`src/rtl/multicycle_ctrl.sv`:
```
// ============================================================================
// Module   : multicycle_ctrl
// Purpose  : Multi-cycle CPU control FSM (IF/ID/EXE/MEM/WB) driving datapath
//            write enables and mux selects, with a retired-instruction counter.
// Revision : 1.0 - initial release
// ============================================================================
`default_nettype none

module multicycle_ctrl #(
  parameter int COUNT_WIDTH = 32
) (
  input  logic                   clk,
  input  logic                   rst,
  input  logic [5:0]             opcode,
  input  logic [5:0]             funct,
  input  logic                   zero,
  output logic [2:0]             state,
  output logic                   PCWrite,
  output logic                   IRWrite,
  output logic                   DRWrite,
  output logic                   ALUResWrite,
  output logic                   RegWrite,
  output logic                   MemWrite,
  output logic [1:0]             PCSrc,
  output logic                   ALUSrcB,
  output logic [1:0]             ExtOp,
  output logic [2:0]             ALUOp,
  output logic                   RegDst,
  output logic                   MemToReg,
  output logic [COUNT_WIDTH-1:0] instr_count
);

  typedef enum logic [2:0] {
    S_IF  = 3'd0,
    S_ID  = 3'd1,
    S_EXE = 3'd2,
    S_MEM = 3'd3,
    S_WB  = 3'd4
  } state_t;

  localparam logic [5:0] c_OP_RTYPE = 6'b000000;
  localparam logic [5:0] c_OP_ORI   = 6'b001101;
  localparam logic [5:0] c_OP_LUI   = 6'b001111;
  localparam logic [5:0] c_OP_LW    = 6'b100011;
  localparam logic [5:0] c_OP_SW    = 6'b101011;
  localparam logic [5:0] c_OP_BEQ   = 6'b000100;
  localparam logic [5:0] c_OP_J     = 6'b000010;
  localparam logic [5:0] c_FN_ADDU  = 6'b100001;
  localparam logic [5:0] c_FN_SUBU  = 6'b100011;

  state_t                 r_state;
  state_t                 w_next;
  logic                   w_retire;
  logic [COUNT_WIDTH-1:0] r_count;

  logic w_addu, w_subu, w_ori, w_lui, w_lw, w_sw, w_beq, w_j, w_undef;

  assign w_addu  = (opcode == c_OP_RTYPE) && (funct == c_FN_ADDU);
  assign w_subu  = (opcode == c_OP_RTYPE) && (funct == c_FN_SUBU);
  assign w_ori   = (opcode == c_OP_ORI);
  assign w_lui   = (opcode == c_OP_LUI);
  assign w_lw    = (opcode == c_OP_LW);
  assign w_sw    = (opcode == c_OP_SW);
  assign w_beq   = (opcode == c_OP_BEQ);
  assign w_j     = (opcode == c_OP_J);
  assign w_undef = !(w_addu | w_subu | w_ori | w_lui | w_lw | w_sw | w_beq | w_j);

  always_comb begin
    w_next = S_IF;
    case (r_state)
      S_IF:  w_next = S_ID;
      S_ID:  w_next = (w_j || w_undef) ? S_IF : S_EXE;
      S_EXE: begin
        if (w_beq)              w_next = S_IF;
        else if (w_lw || w_sw)  w_next = S_MEM;
        else if (!w_undef)      w_next = S_WB;
        else                    w_next = S_IF;
      end
      S_MEM: w_next = w_lw ? S_WB : S_IF;
      S_WB:  w_next = S_IF;
      default: w_next = S_IF;
    endcase
  end

  // An undefined opcode bounced back from ID never retires.
  assign w_retire = (w_next == S_IF) && (r_state != S_IF) &&
                    !((r_state == S_ID) && w_undef);

  always_ff @(posedge clk) begin
    if (!rst) begin
      r_state <= S_IF;
      r_count <= '0;
    end else begin
      r_state <= w_next;
      if (w_retire) r_count <= r_count + COUNT_WIDTH'(1);
    end
  end

  assign state       = r_state;
  assign instr_count = r_count;

  always_comb begin
    PCWrite     = 1'b0;
    IRWrite     = 1'b0;
    DRWrite     = 1'b0;
    ALUResWrite = 1'b0;
    RegWrite    = 1'b0;
    MemWrite    = 1'b0;
    PCSrc       = 2'b00;
    ALUSrcB     = 1'b0;
    ExtOp       = 2'b00;
    ALUOp       = 3'b000;
    RegDst      = 1'b0;
    MemToReg    = 1'b0;
    if (rst) begin
      case (r_state)
        S_IF: begin
          IRWrite = 1'b1;
          PCWrite = 1'b1;
        end
        S_ID: begin
          if (w_j) begin
            PCWrite = 1'b1;
            PCSrc   = 2'b10;
          end
        end
        S_EXE: begin
          ALUResWrite = 1'b1;
          if (w_subu) begin
            ALUOp = 3'b001;
          end else if (w_ori) begin
            ALUOp   = 3'b010;
            ALUSrcB = 1'b1;
          end else if (w_lui) begin
            ALUSrcB = 1'b1;
            ExtOp   = 2'b10;
          end else if (w_lw || w_sw) begin
            ALUSrcB = 1'b1;
            ExtOp   = 2'b01;
          end else if (w_beq) begin
            ALUOp       = 3'b001;
            ALUResWrite = 1'b0;
            PCSrc       = 2'b01;
            PCWrite     = zero;
          end
        end
        S_MEM: begin
          DRWrite  = w_lw;
          MemWrite = w_sw;
        end
        S_WB: begin
          RegWrite = 1'b1;
          RegDst   = w_addu | w_subu;
          MemToReg = w_lw;
        end
        default: ;
      endcase
    end
  end

endmodule

`default_nettype wire
```
`config.mk`:
```
export PLATFORM = sky130hd
export DESIGN_NAME = multicycle_ctrl
export DESIGN_NICKNAME = d
export VERILOG_FILES = /design/src/rtl/multicycle_ctrl.sv
export SDC_FILE = /design/constraint.sdc
export NUM_CORES = 1
export LEC_CHECK = 0
export CORE_MARGIN = 2
export CORE_UTILIZATION = 53
export CTS_CLUSTER_SIZE = 28
export DETAILED_ROUTE_END_ITERATION = 8
export PLACE_DENSITY = 0.87
export SYNTH_ARGS = -nofsm -noshare
export SYNTH_HDL_FRONTEND = slang
export SYNTH_SLANG_ARGS = --single-unit
```
`constraint.sdc`:
```
create_clock -name clk -period 3.7 [get_ports clk]
set_input_delay 0.37 -clock clk [delete_from_list [all_inputs] [get_ports clk]]
set_output_delay 0.37 -clock clk [all_outputs]
set_load 0.01 [all_outputs]
```
---- Word level (Yosys, flattened, before mapping) ----
Index checks and enable logic that the tools add are counted.
cells by class
  $lt $le $gt $ge ......................... 0
  bitwise logic cells ..................... 7
  shift-type cells ........................ 0
  $add $sub $neg .......................... 1
  equality and inequality tests ........... 12
  multiply operators ...................... 0
  reduce and logical (&&, ||, !) cells .... 13
  multiplexer cells ....................... 60
  div/mod/pow operators ................... 0
operator list
  kind                     number
  $mux W1                  41
  $add A32 B1 Y32 const B  1
  $eq A6 B6 Y1 const B     4
  $mux W2                  12
  $eq A6 B4 Y1 const B     2
  $mux W3                  4
  $pmux W3 S4              1
  $or A1 B1 Y1             7
  $eq A3 B2 Y1 const B     2
  $eq A6 B2 Y1 const B     1
  $eq A6 B3 Y1 const B     1
  $logic_not A3 Y1         2
  $logic_not A6 Y1         1
  $logic_and A1 B1 Y1      5
  $pmux W2 S2              1
  $eq A3 B1 Y1 const B     1
  $eq A3 B3 Y1 const B     1
  $pmux W1 S3              1
  $reduce_bool A3 Y1       1
  $logic_not A1 Y1         2
  $logic_or A1 B1 Y1       2
storage, ports and cells
  latch bits .............................. 0
  register bits after elaboration ......... 35
  memories kept ........................... 0
  ROM bits ................................ 0
  RAM bits ................................ 0
  word-level logic and storage cells ...... 95
  output and inout port bits .............. 51

---- Logic depth before layout (Yosys ltp) ----
Gate-level depths: netlist of the first run.
  word-level depth ........................ 16
  mapped depth ............................ 8
  gate-level depth less buffers ........... 6

---- Worst setup path before layout of the first run ----
No wires, ideal clock.
  kind .................................... reg-to-reg
  start ................................... register r_count[7] (netlist: instr_count[7])
  end ..................................... register r_count[30] (netlist: instr_count[30])
  data required time ...................... 3.628 ns
  path buffers ............................ 2
  slack ................................... 1.667 ns
  period minus slack after synthesis ...... 2.033 ns
  stages on the path, launching flop included .. 9
  arrival ................................. 1.961 ns
  path through ............................ dfxtp_1 buf_2 nand4_1 nor4_1 buf_2 nand4_1 or3_1 o22ai_1 mux2i_1
between the ends
  word-level cells in the longest chain between the ends .. 1
RTL lines
  what                    RTL line  source
  start, declared         54        logic [COUNT_WIDTH-1:0] r_count;
  start signal, assigned  95        if (w_retire) r_count <= r_count + COUNT_WIDTH'(1);
  $add A32 B1 Y32         95
Every way passes these cells.
A chain may end at the register's enable or synchronous reset.

---- Worst setup path in the final report of the first run ----
  start ................................... input port opcode[3]
  end ..................................... output port PCWrite
between the ends
  word-level cells in the longest chain between the ends .. 8
  elaborated cells between the ends (all ways) .. 17
  those cells by class .................... eq/ne: 6; mux: 8; reduce/logical: 3
RTL lines
  what                                                  RTL line  source
  start, declared                                       14        input logic [5:0] opcode,
  $eq A6 B3 Y1 (tied with other cells)                  64        assign w_beq = (opcode == c_OP_BEQ);
  $mux W1 / $logic_or A1 B1 Y1 (equally long branches)  140, 137
  $mux W1                                               137       end else if (w_lw || w_sw) begin
  $mux W1                                               134       end else if (w_lui) begin
  $mux W1                                               131       end else if (w_ori) begin
  $mux W1                                               129       if (w_subu) begin
  $pmux W1 S3 *                                         116       case (r_state)
  $mux W1 *                                             115       if (rst) begin
  end, declared                                         18        output logic PCWrite,
Mark *: on every way between the ends. The rest lies on a longest branch, timed or not.

==> results.json, run 1 <==
{
  "tns_ns": 0,
  "crit_path_frequent_cell": "clkdlybuf4s50_1",
  "antennaDiodeCount": 0,
  "min_period_ns": 2.90,
  "dieArea_um2": 5390,
  "ant_nets": 0,
  "synth_area_um2": 2550,
  "root_buffer": "clkbuf_8",
  "path_cells": "clkdlybuf4s50_1, nor4_4, nand3_2, nand3b_1, a21oi_1, a31oi_1, nor2_1, clkdlybuf4s50_1",
  "dr.pass1.iters": 4,
  "peakVddDrop_mv": 0.208,
  "drt-total-wl_um": 6610,
  "drc_errors": 0,
  "synth.top_cell.area_share_pct": 27.4,
  "path_class": "in -> out",
  "finalPower_w": 0.000915,
  "initial_utilization_pct": 54.4,
  "dpl_worst_slack_ns": 0.786,
  "yosysTopAreaCell": "dfxtp_1",
  "yosys_warnings": 0,
  "crit_family": "buffers and inverters",
  "drive_gt1_share_pct": 7.18,
  "clk_path_buf_depth": 2,
  "p_leak_nw": 1.10,
  "nets": 391,
  "ios": 66,
  "cts_setup_buffers": 0,
  "powerDensity_nw_per_um2": 277,
  "stdcell_area_um2": 3310,
  "max_freq_mhz": 345,
  "numPortBuffers": 64,
  "synth_cell_types": 55,
  "gp_congestion": 0.877,
  "drt-vias-per-instance": 6.07,
  "drt-wirelength-per-cell_um": 15.4,
  "synth_ff_type": "dfxtp_1",
  "clk_latency_ns": 0.29,
  "die_h_um": 73.4,
  "cts_hold_buf": 0,
  "cp.required_ns": 3.33,
  "grt_max_degree": 66,
  "drtIter0Drc": 162,
  "ys_seq_area_share_pct": 27.4,
  "hold_viol_final": 0,
  "core_um2": 4690,
  "relSlewSlack_pct": 37.3,
  "critPathArrivalTime_ns": 2.53,
  "final.setup.worst_slack_ns": 0.802,
  "cts_max_level": 2,
  "fillers": 397,
  "vias": 2610,
  "post_dp_cell_area_um2": 3170,
  "worst_slew_pin_slew_ns": 0.938,
  "synth_edf_count": 0,
  "cts_resized": 0,
  "cts_num_sinks": 35,
  "numCtsBuffers": 5,
  "grt_use_total_pct": 25.0,
  "clkTransAtPathRegs_ns": 0.07,
  "antenna_found_initial": 0,
  "maxCapViolations": 0,
  "crit_buf_inv": 2,
  "drv_slew": 0,
  "end_kind": "output pin",
  "final-seq-area_um2": 701,
  "die_x_um": 73.4,
  "num_rows": 25,
  "cpMaxStageDelayCell": "clkdlybuf4s50_1",
  "area_delta_synth_final_pct": 29.5,
  "max_stage_delay_ns": 0.55,
  "synth_seq_cells": 35,
  "skew_ns": 0.00914,
  "crit_fanout": 5,
  "start_kind": "input port",
  "fin_crit_sh_pct": 78.3,
  "hold_class": "in -> reg",
  "synth-async-reset-ratio_pct": 0,
  "status": "complete, no violations",
  "grt_pass1_vias": 2332,
  "netlist_top_cells_area": "dfxtp_1 27%, mux2i_1 10%, nand2b_1 6.6%, nand2_1 6.2%, nand3_1 5.9%",
  "syn_inst": 323,
  "finalSetupViolCount": 0,
  "grt_pass1_wl_um": 10800,
  "grt.overflow.total": 0,
  "hold_ws_ns": 0.406,
  "post-dp-hpwl_um": 4560,
  "multiInputGateArea_um2": 1710,
  "tritoncts": "done",
  "syn_avg_cell_area_um2": 7.91,
  "synth_nets": 339,
  "rsz0062_at_grt": "no"
}
==> area by class of cell <==
type                       instances  share of cell area [%]
clock buffer                       6                    2.19
clock inverter                     2                    1.82
inverter                           9                    1.02
multi-input combinational        257                    51.8
sequential                        35                    21.2
tap                               54                    2.04
timing repair buffer              67                    19.9
==> cell families (layout without fill, tap and decap cells) <==
group | Yosys count | after routing | share of synthesized area (%)
flops | 35 | 35 | 27.4
other cells | 1 | 1 | 0.147
buf+inv | 31 | 84 | 5.44
mux | 26 | 26 | 10.2
fa+ha+maj | 1 | 1 | 0.490
compound gates | 52 | 52 | 17.9
simple gates | 177 | 177 | 38.4
==> worst min-delay path, cell delays in order <==
cell	delay, ns
buf_2	0.15
nand2_1	0.07
mux2i_1	0.05
==> cell usage in the layout, fill, tap and decap left out, types with 2 or more instances in the layout <==
| cell | instances |
|---|---|
| nand3_1 | 30 |
| and2_1 | 4 |
| a211oi_1 | 3 |
| nor2b_1 | 3 |
| o31ai_1 | 4 |
| nand3b_1 | 3 |
| nor2_1 | 13 |
| clkdlybuf4s50_1 | 63 |
| o21ai_0 | 5 |
| nand2b_1 | 27 |
| and3_1 | 11 |
| nand2_1 | 42 |
| nor4b_1 | 2 |
| or2_2 | 2 |
| bufinv_16 | 2 |
| nor3_1 | 7 |
| nor4_1 | 9 |
| o211ai_1 | 4 |
| and4_1 | 2 |
| o22ai_1 | 2 |
| a21oi_1 | 2 |
| o21ai_1 | 7 |
| clkbuf_8 | 5 |
| nand4b_1 | 3 |
| a31oi_1 | 5 |
| a2111oi_4 | 2 |
| inv_1 | 8 |
| a2111oi_2 | 3 |
| buf_4 | 3 |
| o2111ai_1 | 3 |
| mux2i_1 | 26 |
| nand4_1 | 12 |
| dfxtp_1 | 35 |
| or3_1 | 2 |
==> report_power, final <==
part | switching, W | internal (W) | total [W]
Sequential | 0.0000167 | 0.000383 | 0.000400
Clock | 0.000143 | 0.000269 | 0.000412
Combinational | 0.0000558 | 0.0000472 | 0.000103
Total | 0.000215 | 0.000700 | 0.000915
==> path summary, 6_finish.rpt <==
check	start	endpoint	slack [ns]	cells after the start
setup reg to reg	state[1]	instr_count[23]	1.16	6
hold reg to reg	instr_count[31]	instr_count[31]	0.49	2
hold / removal	rst	instr_count[20]	0.41	3
setup / recovery	opcode[3]	PCWrite	0.80	8
==> per-stage QoR <==
stage	cells	utilization, %
floorplan	323	-
global placement	422	67.7
detailed placement	422	67.7
finish	430	70.5
CTS	430	70.5
global route	430	70.5
==> metal layers <==
layer | GRT usage, % | vias up | part of all wire (%)
met4 | 8.69 | 0 | 1.3
met3 | 6.17 | 11 | 7.5
met2 | 41.4 | 91 | 46
met5 | 0 | - | 0
li1 | - | 1297 | -
met1 | 31.5 | 1211 | 45
==> synth_stat cells (3+ instances only) <==
cell type / count
o211ai_1: 4
nand2b_1: 27
buf_2: 3
a211oi_1: 3
o21ai_1: 7
nand4_1: 12
nor2b_1: 3
clkbuf_1: 14
nor3_1: 7
dfxtp_1: 35
nand3b_1: 3
inv_1: 8
buf_4: 3
nand3_1: 30
nor2_1: 13
o31ai_1: 4
a2111oi_2: 3
nand2_1: 42
nor4_1: 9
a31oi_1: 5
mux2i_1: 26
and3_1: 11
o2111ai_1: 3
and2_1: 4
nand4b_1: 3
o21ai_0: 5
==> flip-flops by register name (all words and copies together) (netlist names) <==
name / count
state: 3
instr_count: 32
Note: power is estimated with default switching activity, not from simulation.
==> inputs of run 2 (changes only) <==
Settings changed: CORE_UTILIZATION 53 to 49, PLACE_DENSITY 0.87 to 0.81.
Clock period 3.7 ns to 2.8 ns, I/O delays scaled along.
==> results.json, run 2 (synthesis results as in run 1) <==
{
  "vias": 2613,
  "p_leak_nw": 1.14,
  "clkTransAtPathRegs_ns": 0.07,
  "grt_max_degree": 68,
  "clk_path_buf_depth": 2,
  "drtIter0Drc": 234,
  "die_x_um": 76.2,
  "finalPower_w": 0.00105,
  "power_frac_comb_pct": 14.6,
  "power_frac_seq_pct": 49.6,
  "num_rows": 26,
  "post-dp-hpwl_um": 4810,
  "numCtsBuffers": 5,
  "numPortBuffers": 64,
  "tns_ns": 0,
  "cts_max_level": 2,
  "grt.overflow.total": 0,
  "antenna_found_initial": 0,
  "finalSetupViolCount": 0,
  "max_freq_mhz": 368,
  "core_um2": 5070,
  "die_h_um": 76.2,
  "grt_pass1_wl_um": 10900,
  "final_cell_mix": "63 x clkdlybuf4s50_1, 42 x nand2_1, 35 x dfxtp_1",
  "ios": 66,
  "grt_pass1_vias": 2288,
  "crit_fanout": 5,
  "fin_crit_sh_pct": 97.0,
  "final_util_pct": 66.1,
  "critPathArrivalTime_ns": 2.44,
  "area_delta_synth_final_pct": 31.5,
  "start_kind": "input port",
  "hold_viol_final": 0,
  "p_sw_w": 0.000278,
  "final-seq-area_um2": 701,
  "drv_slew": 0,
  "drc_errors": 0,
  "dr.pass1.iters": 4,
  "gp_congestion": 0.938,
  "dieArea_um2": 5800,
  "maxCapViolations": 0,
  "nets": 401,
  "p_clk_share_pct": 35.8,
  "powerDensity_nw_per_um2": 312,
  "clk_latency_ns": 0.29,
  "root_buffer": "clkbuf_8",
  "relSlewSlack_pct": 55.6,
  "path_class": "in -> out",
  "ant_nets": 0,
  "status": "complete, no violations",
  "antennaDiodeCount": 0,
  "multiInputGateArea_um2": 1710,
  "tritoncts": "done",
  "largest_reg_flops": 32,
  "peakVddDrop_mv": 0.252,
  "cts_resized": 0,
  "end_kind": "output pin",
  "cp.required_ns": 2.52,
  "p_int_w": 0.000769,
  "cts_num_sinks": 35,
  "worst_slew_pin_slew_ns": 0.664,
  "drive_gt1_share_pct": 9.61,
  "drt-wirelength-per-cell_um": 14.5,
  "min_period_ns": 2.72,
  "drt-vias-per-instance": 5.74,
  "grt_use_total_pct": 22.5,
  "fillers": 461,
  "final_common_cell": "clkdlybuf4s50_1",
  "initial_utilization_pct": 50.3,
  "hold_class": "reg -> reg",
  "switching_share_pct": 26.6,
  "drt-total-wl_um": 6590,
  "skew_ns": 0.00674
}
==> run 2: critical path, cell delays in order <==
cell and delay (ns):
clkdlybuf4s50_1 0.52, nor4_4 0.38, nand3_2 0.16, nand3b_1 0.21, a21oi_1 0.17, a31oi_1 0.05
nor2_1 0.11, clkdlybuf4s50_1 0.55
==> run 2: path summary, 6_finish.rpt <==
path | depth (start not counted) | end | slack, ns | startpoint
setup reg to reg | 7 | instr_count[21] | 0.51 | instr_count[8]
setup / recovery | 8 | PCWrite | 0.08 | opcode[3]
hold / removal | 2 | instr_count[27] | 0.48 | instr_count[27]
hold reg to reg | 2 | instr_count[27] | 0.48 | instr_count[27]
==> run 2: area by class of cell <==
cell class,count,share of cell area [%]
sequential,35,20.9
inverter,9,1.01
tap,70,2.61
clock buffer,6,2.46
clock inverter,1,0.149
timing repair buffer,77,21.8
multi-input combinational,257,51.1
==> run 2: timing repair <==
action,CTS,global route
setup buffers,0,1
hold buffers,0,0
setup endpoints to repair,0,1
==> run 2: per-stage QoR <==
step,area [um^2],hold WS (ns),instances,worst slack (ns)
2_1_floorplan,2550,0.466,323,0.767
3_3_place_gp,3260,0.455,447,0.166
4_1_cts,3350,0.471,454,0.0731
6_report,3360,0.483,455,0.0829
5_1_grt,3360,0.502,455,-0.0534
3_5_place_dp,3260,0.475,447,0.0677
==> run 2: per-layer routing <==
| metal | vias to the layer above | wire length, um | global-route usage, % |
|---|---|---|---|
| li1 | 1309 | - | - |
| met1 | 1197 | 3060 | 30.3 |
| met2 | 101 | 3000 | 35.8 |
| met3 | 6 | 465 | 5.57 |
| met4 | 0 | 59 | 6.36 |
| met5 | - | 0 | 0 |
==> run 2: power groups by stage <==
| stage | combinational, W | sequential, W | clock (W) |
|---|---|---|---|
| 2_1_floorplan | 0.0000792 | 0.000533 | 0 |
| 3_3_place_gp | 0.000148 | 0.000531 | 0 |
| 3_5_place_dp | 0.000151 | 0.000531 | 0 |
| 4_1_cts | 0.000152 | 0.000519 | 0.000384 |
| 5_1_grt | 0.000166 | 0.000521 | 0.000410 |
| 6_report | 0.000153 | 0.000519 | 0.000375 |
==> inputs of run 3 (changes only) <==
Settings changed: SLEW_MARGIN set to 20.
==> results of run 3 <==
The final DEF is identical to that of run 2; final timing and power are the same.
